==> config.mk <==
export PLATFORM = sky130hd
export DESIGN_NAME = alu_bist_controller_flat
export DESIGN_NICKNAME = d
export VERILOG_FILES = /design/src/rtl/alu_bist_controller_if.sv /design/src/rtl/alu_bist_controller.sv /design/src/flat_wrapper.sv
export SDC_FILE = /design/constraint.sdc
export NUM_CORES = 1
export LEC_CHECK = 0
export BUFFER_PORTS_ARGS = -buffer_cell sky130_fd_sc_hd__buf_2
export CAP_MARGIN = 10
export CORE_ASPECT_RATIO = 1.1
export CORE_MARGIN = 5
export CORE_UTILIZATION = 60
export DETAILED_ROUTE_END_ITERATION = 6
export PLACE_DENSITY = 0.85
export SLEW_MARGIN = 15
export SYNTH_ARGS = -nofsm -noshare
export SYNTH_HDL_FRONTEND = slang
export SYNTH_SLANG_ARGS = --single-unit
==> constraint.sdc <==
create_clock -name clk -period 11.5 [get_ports clk]
set_clock_uncertainty 0.15 [all_clocks]
set_input_delay 2.3 -clock clk [delete_from_list [all_inputs] [get_ports clk]]
set_output_delay 2.3 -clock clk [all_outputs]
set_load 0.01 [all_outputs]
==> src/rtl/alu_bist_controller_if.sv <==
// BIST controller bundle: ALU stimulus/response plus run control and status.
// master is the controller side, slave is the environment/ALU side.
interface alu_bist_controller_if #(
   parameter int WIDTH = 4,
   parameter int ERRW  = 8
);
   logic                 start;
   logic                 abort;
   logic [WIDTH-1:0]     alu_a;
   logic [WIDTH-1:0]     alu_b;
   logic [1:0]           alu_op;
   logic [WIDTH-1:0]     alu_result;
   logic                 busy;
   logic                 done;
   logic                 pass;
   logic [ERRW-1:0]      err_count;
   logic [2*WIDTH+1:0]   first_fail_vec;
   logic [WIDTH-1:0]     first_fail_result;

   modport master (
      input  start, abort, alu_result,
      output alu_a, alu_b, alu_op,
      output busy, done, pass, err_count,
      output first_fail_vec, first_fail_result
   );

   modport slave (
      output start, abort, alu_result,
      input  alu_a, alu_b, alu_op,
      input  busy, done, pass, err_count,
      input  first_fail_vec, first_fail_result
   );
endinterface

==> src/rtl/alu_bist_controller.sv <==
// Exhaustive ALU self-test: sweeps every {op,A,B}, checks against a golden
// model, counts mismatches (saturating) and captures the first failure.
module alu_bist_controller #(
   parameter int WIDTH = 4,
   parameter int ERRW  = 8
) (
   input logic                  clk,
   input logic                  rst_n,
   alu_bist_controller_if.master bus
);
   localparam int VW = 2*WIDTH + 2;
   localparam logic [VW-1:0] LAST = '1;
   localparam logic [ERRW-1:0] ESAT = '1;

   typedef enum logic [1:0] {IDLE, RUN, DONE} state_e;

   state_e          state_q, state_d;
   logic [VW-1:0]   vec_q, vec_d;
   logic [ERRW-1:0] err_q, err_d;
   logic [VW-1:0]   ffv_q, ffv_d;
   logic [WIDTH-1:0] ffr_q, ffr_d;
   logic            busy_q, busy_d;
   logic            done_q, done_d;
   logic            pass_q, pass_d;

   logic [1:0]       op;
   logic [WIDTH-1:0] a, b, gold;
   logic             miss;

   // The driven vector register doubles as the sweep index.
   assign op = vec_q[VW-1 -: 2];
   assign a  = vec_q[2*WIDTH-1 -: WIDTH];
   assign b  = vec_q[WIDTH-1:0];

   always_comb begin
      gold = '0;
      unique case (op)
         2'b00: gold = a + b;
         2'b01: gold = a - b;
         2'b10: gold = a & b;
         2'b11: gold = a | b;
      endcase
   end

   assign miss = (bus.alu_result != gold);

   always_comb begin
      state_d = state_q;
      vec_d   = vec_q;
      err_d   = err_q;
      ffv_d   = ffv_q;
      ffr_d   = ffr_q;
      busy_d  = busy_q;
      done_d  = done_q;
      pass_d  = pass_q;
      unique case (state_q)
         IDLE, DONE: begin
            if (bus.start) begin
               state_d = RUN;
               vec_d   = '0;
               err_d   = '0;
               ffv_d   = '0;
               ffr_d   = '0;
               busy_d  = 1'b1;
               done_d  = 1'b0;
               pass_d  = 1'b0;
            end
         end
         RUN: begin
            if (bus.abort) begin
               state_d = IDLE;
               vec_d   = '0;
               busy_d  = 1'b0;
               done_d  = 1'b0;
            end else begin
               // err_q==0 marks the first mismatch: the counter never wraps.
               if (miss) begin
                  if (err_q == '0) begin
                     ffv_d = vec_q;
                     ffr_d = bus.alu_result;
                  end
                  if (err_q != ESAT) err_d = err_q + 1'b1;
               end
               if (vec_q == LAST) begin
                  state_d = DONE;
                  vec_d   = '0;
                  busy_d  = 1'b0;
                  done_d  = 1'b1;
                  pass_d  = (err_d == '0);
               end else begin
                  vec_d = vec_q + 1'b1;
               end
            end
         end
         default: state_d = IDLE;
      endcase
   end

   always_ff @(posedge clk or negedge rst_n) begin
      if (!rst_n) begin
         state_q <= IDLE;
         vec_q   <= '0;
         err_q   <= '0;
         ffv_q   <= '0;
         ffr_q   <= '0;
         busy_q  <= 1'b0;
         done_q  <= 1'b0;
         pass_q  <= 1'b0;
      end else begin
         state_q <= state_d;
         vec_q   <= vec_d;
         err_q   <= err_d;
         ffv_q   <= ffv_d;
         ffr_q   <= ffr_d;
         busy_q  <= busy_d;
         done_q  <= done_d;
         pass_q  <= pass_d;
      end
   end

   assign bus.alu_op            = op;
   assign bus.alu_a             = a;
   assign bus.alu_b             = b;
   assign bus.busy              = busy_q;
   assign bus.done              = done_q;
   assign bus.pass              = pass_q;
   assign bus.err_count         = err_q;
   assign bus.first_fail_vec    = ffv_q;
   assign bus.first_fail_result = ffr_q;
endmodule

==> src/flat_wrapper.sv <==
// flat-port wrapper written by rule: the top's interface ports become plain ports
module alu_bist_controller_flat 
#(
   parameter int WIDTH = 4,
   parameter int ERRW  = 8
)
  (clk, rst_n, bus_start, bus_abort, bus_alu_result, bus_alu_a, bus_alu_b, bus_alu_op, bus_busy, bus_done, bus_pass, bus_err_count, bus_first_fail_vec, bus_first_fail_result);
  alu_bist_controller_if #(.WIDTH(WIDTH), .ERRW(ERRW)) bus_i ();
  input logic clk;
  input logic rst_n;
  input wire logic [$bits(bus_i.start)-1:0] bus_start;
  input wire logic [$bits(bus_i.abort)-1:0] bus_abort;
  input wire logic [$bits(bus_i.alu_result)-1:0] bus_alu_result;
  output wire logic [$bits(bus_i.alu_a)-1:0] bus_alu_a;
  output wire logic [$bits(bus_i.alu_b)-1:0] bus_alu_b;
  output wire logic [$bits(bus_i.alu_op)-1:0] bus_alu_op;
  output wire logic [$bits(bus_i.busy)-1:0] bus_busy;
  output wire logic [$bits(bus_i.done)-1:0] bus_done;
  output wire logic [$bits(bus_i.pass)-1:0] bus_pass;
  output wire logic [$bits(bus_i.err_count)-1:0] bus_err_count;
  output wire logic [$bits(bus_i.first_fail_vec)-1:0] bus_first_fail_vec;
  output wire logic [$bits(bus_i.first_fail_result)-1:0] bus_first_fail_result;
  assign bus_i.start = bus_start;
  assign bus_i.abort = bus_abort;
  assign bus_i.alu_result = bus_alu_result;
  assign bus_alu_a = bus_i.alu_a;
  assign bus_alu_b = bus_i.alu_b;
  assign bus_alu_op = bus_i.alu_op;
  assign bus_busy = bus_i.busy;
  assign bus_done = bus_i.done;
  assign bus_pass = bus_i.pass;
  assign bus_err_count = bus_i.err_count;
  assign bus_first_fail_vec = bus_i.first_fail_vec;
  assign bus_first_fail_result = bus_i.first_fail_result;
  alu_bist_controller #(.WIDTH(WIDTH), .ERRW(ERRW)) u_core (.clk(clk), .rst_n(rst_n), .bus(bus_i));
endmodule
==> metrics.md <==
| Metric | Value |
|---|---|
| Status | `finished, final reports clean` |
| # clock sinks | `37` |
| Vias per cell | `5.99` |
| Type of origin of the critical path | `register` |
| IO Count | `43` |
| Crit-path slowest cell | `o311a_1` |
| Worst-Margin Slew | `0.854 ns` |
| Final setup violation count | `0` |
| Clock Tree Root | `clkbuf_8` |
| Critical path required time | `11.54 ns` |
| Post-Syn Area | `0.00239 sq mm` |
| Cells after Synth | `266` |
| Critical path buffers and inverters | `3` |
| H-tree depth | `2` |
| Total GRT Usage | `0.214` |
| Leakage | `0.00142 uW` |
| Nets | `321` |
| Yosys warns | `0` |
| Initial antenna violation count | `0` |
| EDFF count, synth | `0` |
| Data arrival time of the critical path | `4.33 ns` |
| Drt drc | `0` |
| Clock Latency Late Sink | `0.29 ns` |
| PostCTS Resize Cnt | `0` |
| Total power | `433 uW` |
| Setup crit end kind | `register` |
| CTS tree | `done` |
| Placed cell areas | `0.00261 sq mm` |
| Largest buffer count on any clock path | `2` |
| Die height | `76.2 um` |
| Synth unique cells | `55` |
| I/O Buffers | `42` |
| Final core occ | `0.698` |
| DR vias | `2131` |
| CP Class | `reg -> reg` |
| Cell mode on critical path | `inv_1` |
| Family with the most delay on the worst path | `compound AO/OA/AOI/OAI gates` |
| Endpoints failing hold | `0` |
| Fin crit share | `0.373` |
| Maxcap violations | `0` |
| Num rows | `24` |
| TNS Setup | `0 ns` |
| Chip width | `70.2 um` |
| Relative slew slack | `0.431` |
| Leading register cell type out of synthesis | `dfrtp_1` |
| Number of buffers created by CTS | `5` |
| Post-CTS Repair Setup Buffers | `0` |
| Hold Path Class | `reg -> reg` |
| Total die area | `0.00535 sq mm` |
| Flops & latches, synth | `37` |
| Final worst path period need | `4.29 ns` |
| Design Area, Final | `0.00272 sq mm` |
| Count of pins over their slew limit | `0` |
| Clock slew at reported path FFs | `0.08 ns` |
| Syn Nets | `284` |
| RSZ-0062 raised after global routing | `no` |
| DRT antenna net count | `0` |
| Worst Hold Slack | `0.339 ns` |
| Critical path's largest stage delay | `0.52 ns` |
| Maximum fanout along the worst path | `14` |
| Diode count | `0` |
| First-pass GRT wire length | `9500 um` |
| Core area | `0.00390 sq mm` |
| Sequential share of the synthesized area | `0.387` |
| Number of global-route vias before repair | `2001` |
| Routed wire length | `5660 um` |
| Critical-path cell list | `inv_1 -> ha_1 -> inv_1 -> nor2_1 -> a21o_1 -> inv_1 -> ha_1 -> and3b_2 -> o21ai_1 -> a21oi_1 -> o31a_1 -> o311a_1 -> nor2_2 -> nand4_2 -> mux2i_1` |
| Largest net degree at the start of global routing | `38` |
| DP Wirelength | `4080 um` |
| Worst vdd ir | `86.9 uV` |
| Hold-fix buffers at CTS | `0` |
| DRT iter0 DRCs | `209` |
| Syn avg cell area | `8.99 sq um` |
| Layout cells sized above 1 | `0.211` |
| Gr ovfl total | `0` |
| Avg WL per Cell | `15.9 um` |
| Fmax | `233 MHz` |
| Post-synth ARST share | `1.00` |
| RePlAce Congestion | `0.893` |
| Number of iterations in the first detailed-routing pass | `6` |
| Area Growth Syn to Fin | `13.9%` |
| Pwr/cell area | `159 mW/mm^2` |
| Initial core utilization | `0.613` |
power by group:
group / internal (uW) / switching (uW)
combinational: 67.7 / 89.7
sequential: 143 / 15.2
clock: 70.7 / 46.6
total: 281 / 152
state kept, by name, indices dropped and copies added (netlist names):
name                          cells
u_core.bus.first_fail_vec        10
u_core.vec_q                     10
u_core.bus.err_count              8
u_core.bus.first_fail_result      4
u_core.state_q                    2
u_core.bus.busy                   1
u_core.bus.done                   1
u_core.bus.pass                   1
layer usage:
metal | track usage | vias up | part of all wire
met5 | 0 | - | 0
met4 | 0.0460 | 0 | 0.0097
met3 | 0.0607 | 9 | 0.066
met2 | 0.353 | 86 | 0.48
met1 | 0.279 | 1020 | 0.44
li1 | - | 1016 | -
cells in the final DEF, fill, tap and decap left out, types with 7 or more instances in the layout:
master,count
nand3_1,11
o21ai_0,22
nand2_1,35
dfrtp_1,37
xnor2_1,9
nor2_1,14
inv_1,18
mux2i_1,17
ha_1,9
nor3_1,8
buf_2,42
a21oi_1,7
stage by stage:
| stage | cells | setup WS, ns |
|---|---|---|
| 2_1_floorplan | 266 | 7.50 |
| 3_3_place_gp | 348 | 7.19 |
| 3_5_place_dp | 348 | 7.17 |
| 4_1_cts | 356 | 7.23 |
| 5_1_grt | 356 | 6.89 |
| 6_report | 356 | 7.21 |
worst paths after layout:
check	start	cells past startpoint	to	slack, ns
max in group asynchronous	rst_n	1	u_core.vec_q[3]	8.69
max	u_core.vec_q[0]	15	u_core.bus.first_fail_vec[5]	7.21
min	u_core.bus.pass	2	u_core.bus.pass	0.34
min reg2reg	u_core.bus.pass	2	u_core.bus.pass	0.34
max reg2reg	u_core.vec_q[0]	15	u_core.bus.first_fail_vec[5]	7.21
min in group asynchronous	rst_n	1	u_core.bus.first_fail_result[1]	1.97
Yosys cell counts, types with 2 or more instances:
library cell | number | area, sq um
dfrtp_1 | 37 | 926
nand2_1 | 35 | 131
o21ai_0 | 22 | 110
inv_1 | 18 | 67.6
mux2i_1 | 17 | 170
nor2_1 | 14 | 52.6
nand3_1 | 11 | 55.1
ha_1 | 9 | 113
xnor2_1 | 9 | 78.8
nor3_1 | 8 | 40.0
a21oi_1 | 7 | 35.0
clkbuf_1 | 7 | 26.3
and3_1 | 6 | 37.5
nor4_1 | 6 | 37.5
a31oi_1 | 5 | 31.3
nand2b_1 | 5 | 31.3
a22o_1 | 3 | 26.3
buf_2 | 3 | 15.0
nand4_1 | 3 | 18.8
a21o_1 | 2 | 15.0
a21o_2 | 2 | 17.5
o21ai_1 | 2 | 10.0
o22ai_1 | 2 | 12.5
o31ai_1 | 2 | 15.0
worst min-delay path, cell delays in order (launching register included):
cell and delay, ns:
dfrtp_1 0.35, nand2_1 0.06, o41ai_2 0.05
area by class of cell:
type / count / area (sq um)
fillers: 317 / 1180
flip-flops and latches: 37 / 926
well taps: 52 / 65.1
clock buffers: 7 / 86.3
multi-input cells: 199 / 1340
repair buffers: 42 / 210
inverters: 18 / 67.6
clock inverters: 1 / 30.0
cells by family (layout without fill, tap and decap cells):
group | count (synthesis) | after routing | share of synthesized area
AO/OA/AOI/OAI | 59 | 59 | 0.165
XOR/XNOR | 10 | 10 | 0.0366
adder cells (fa/ha/maj) | 11 | 11 | 0.0596
buffers and inverters | 30 | 68 | 0.0533
flip-flops | 37 | 37 | 0.387
multiplexers | 19 | 19 | 0.0821
AND/OR/NAND/NOR | 100 | 100 | 0.217
No activity file was read; power rests on OpenSTA's default activity.
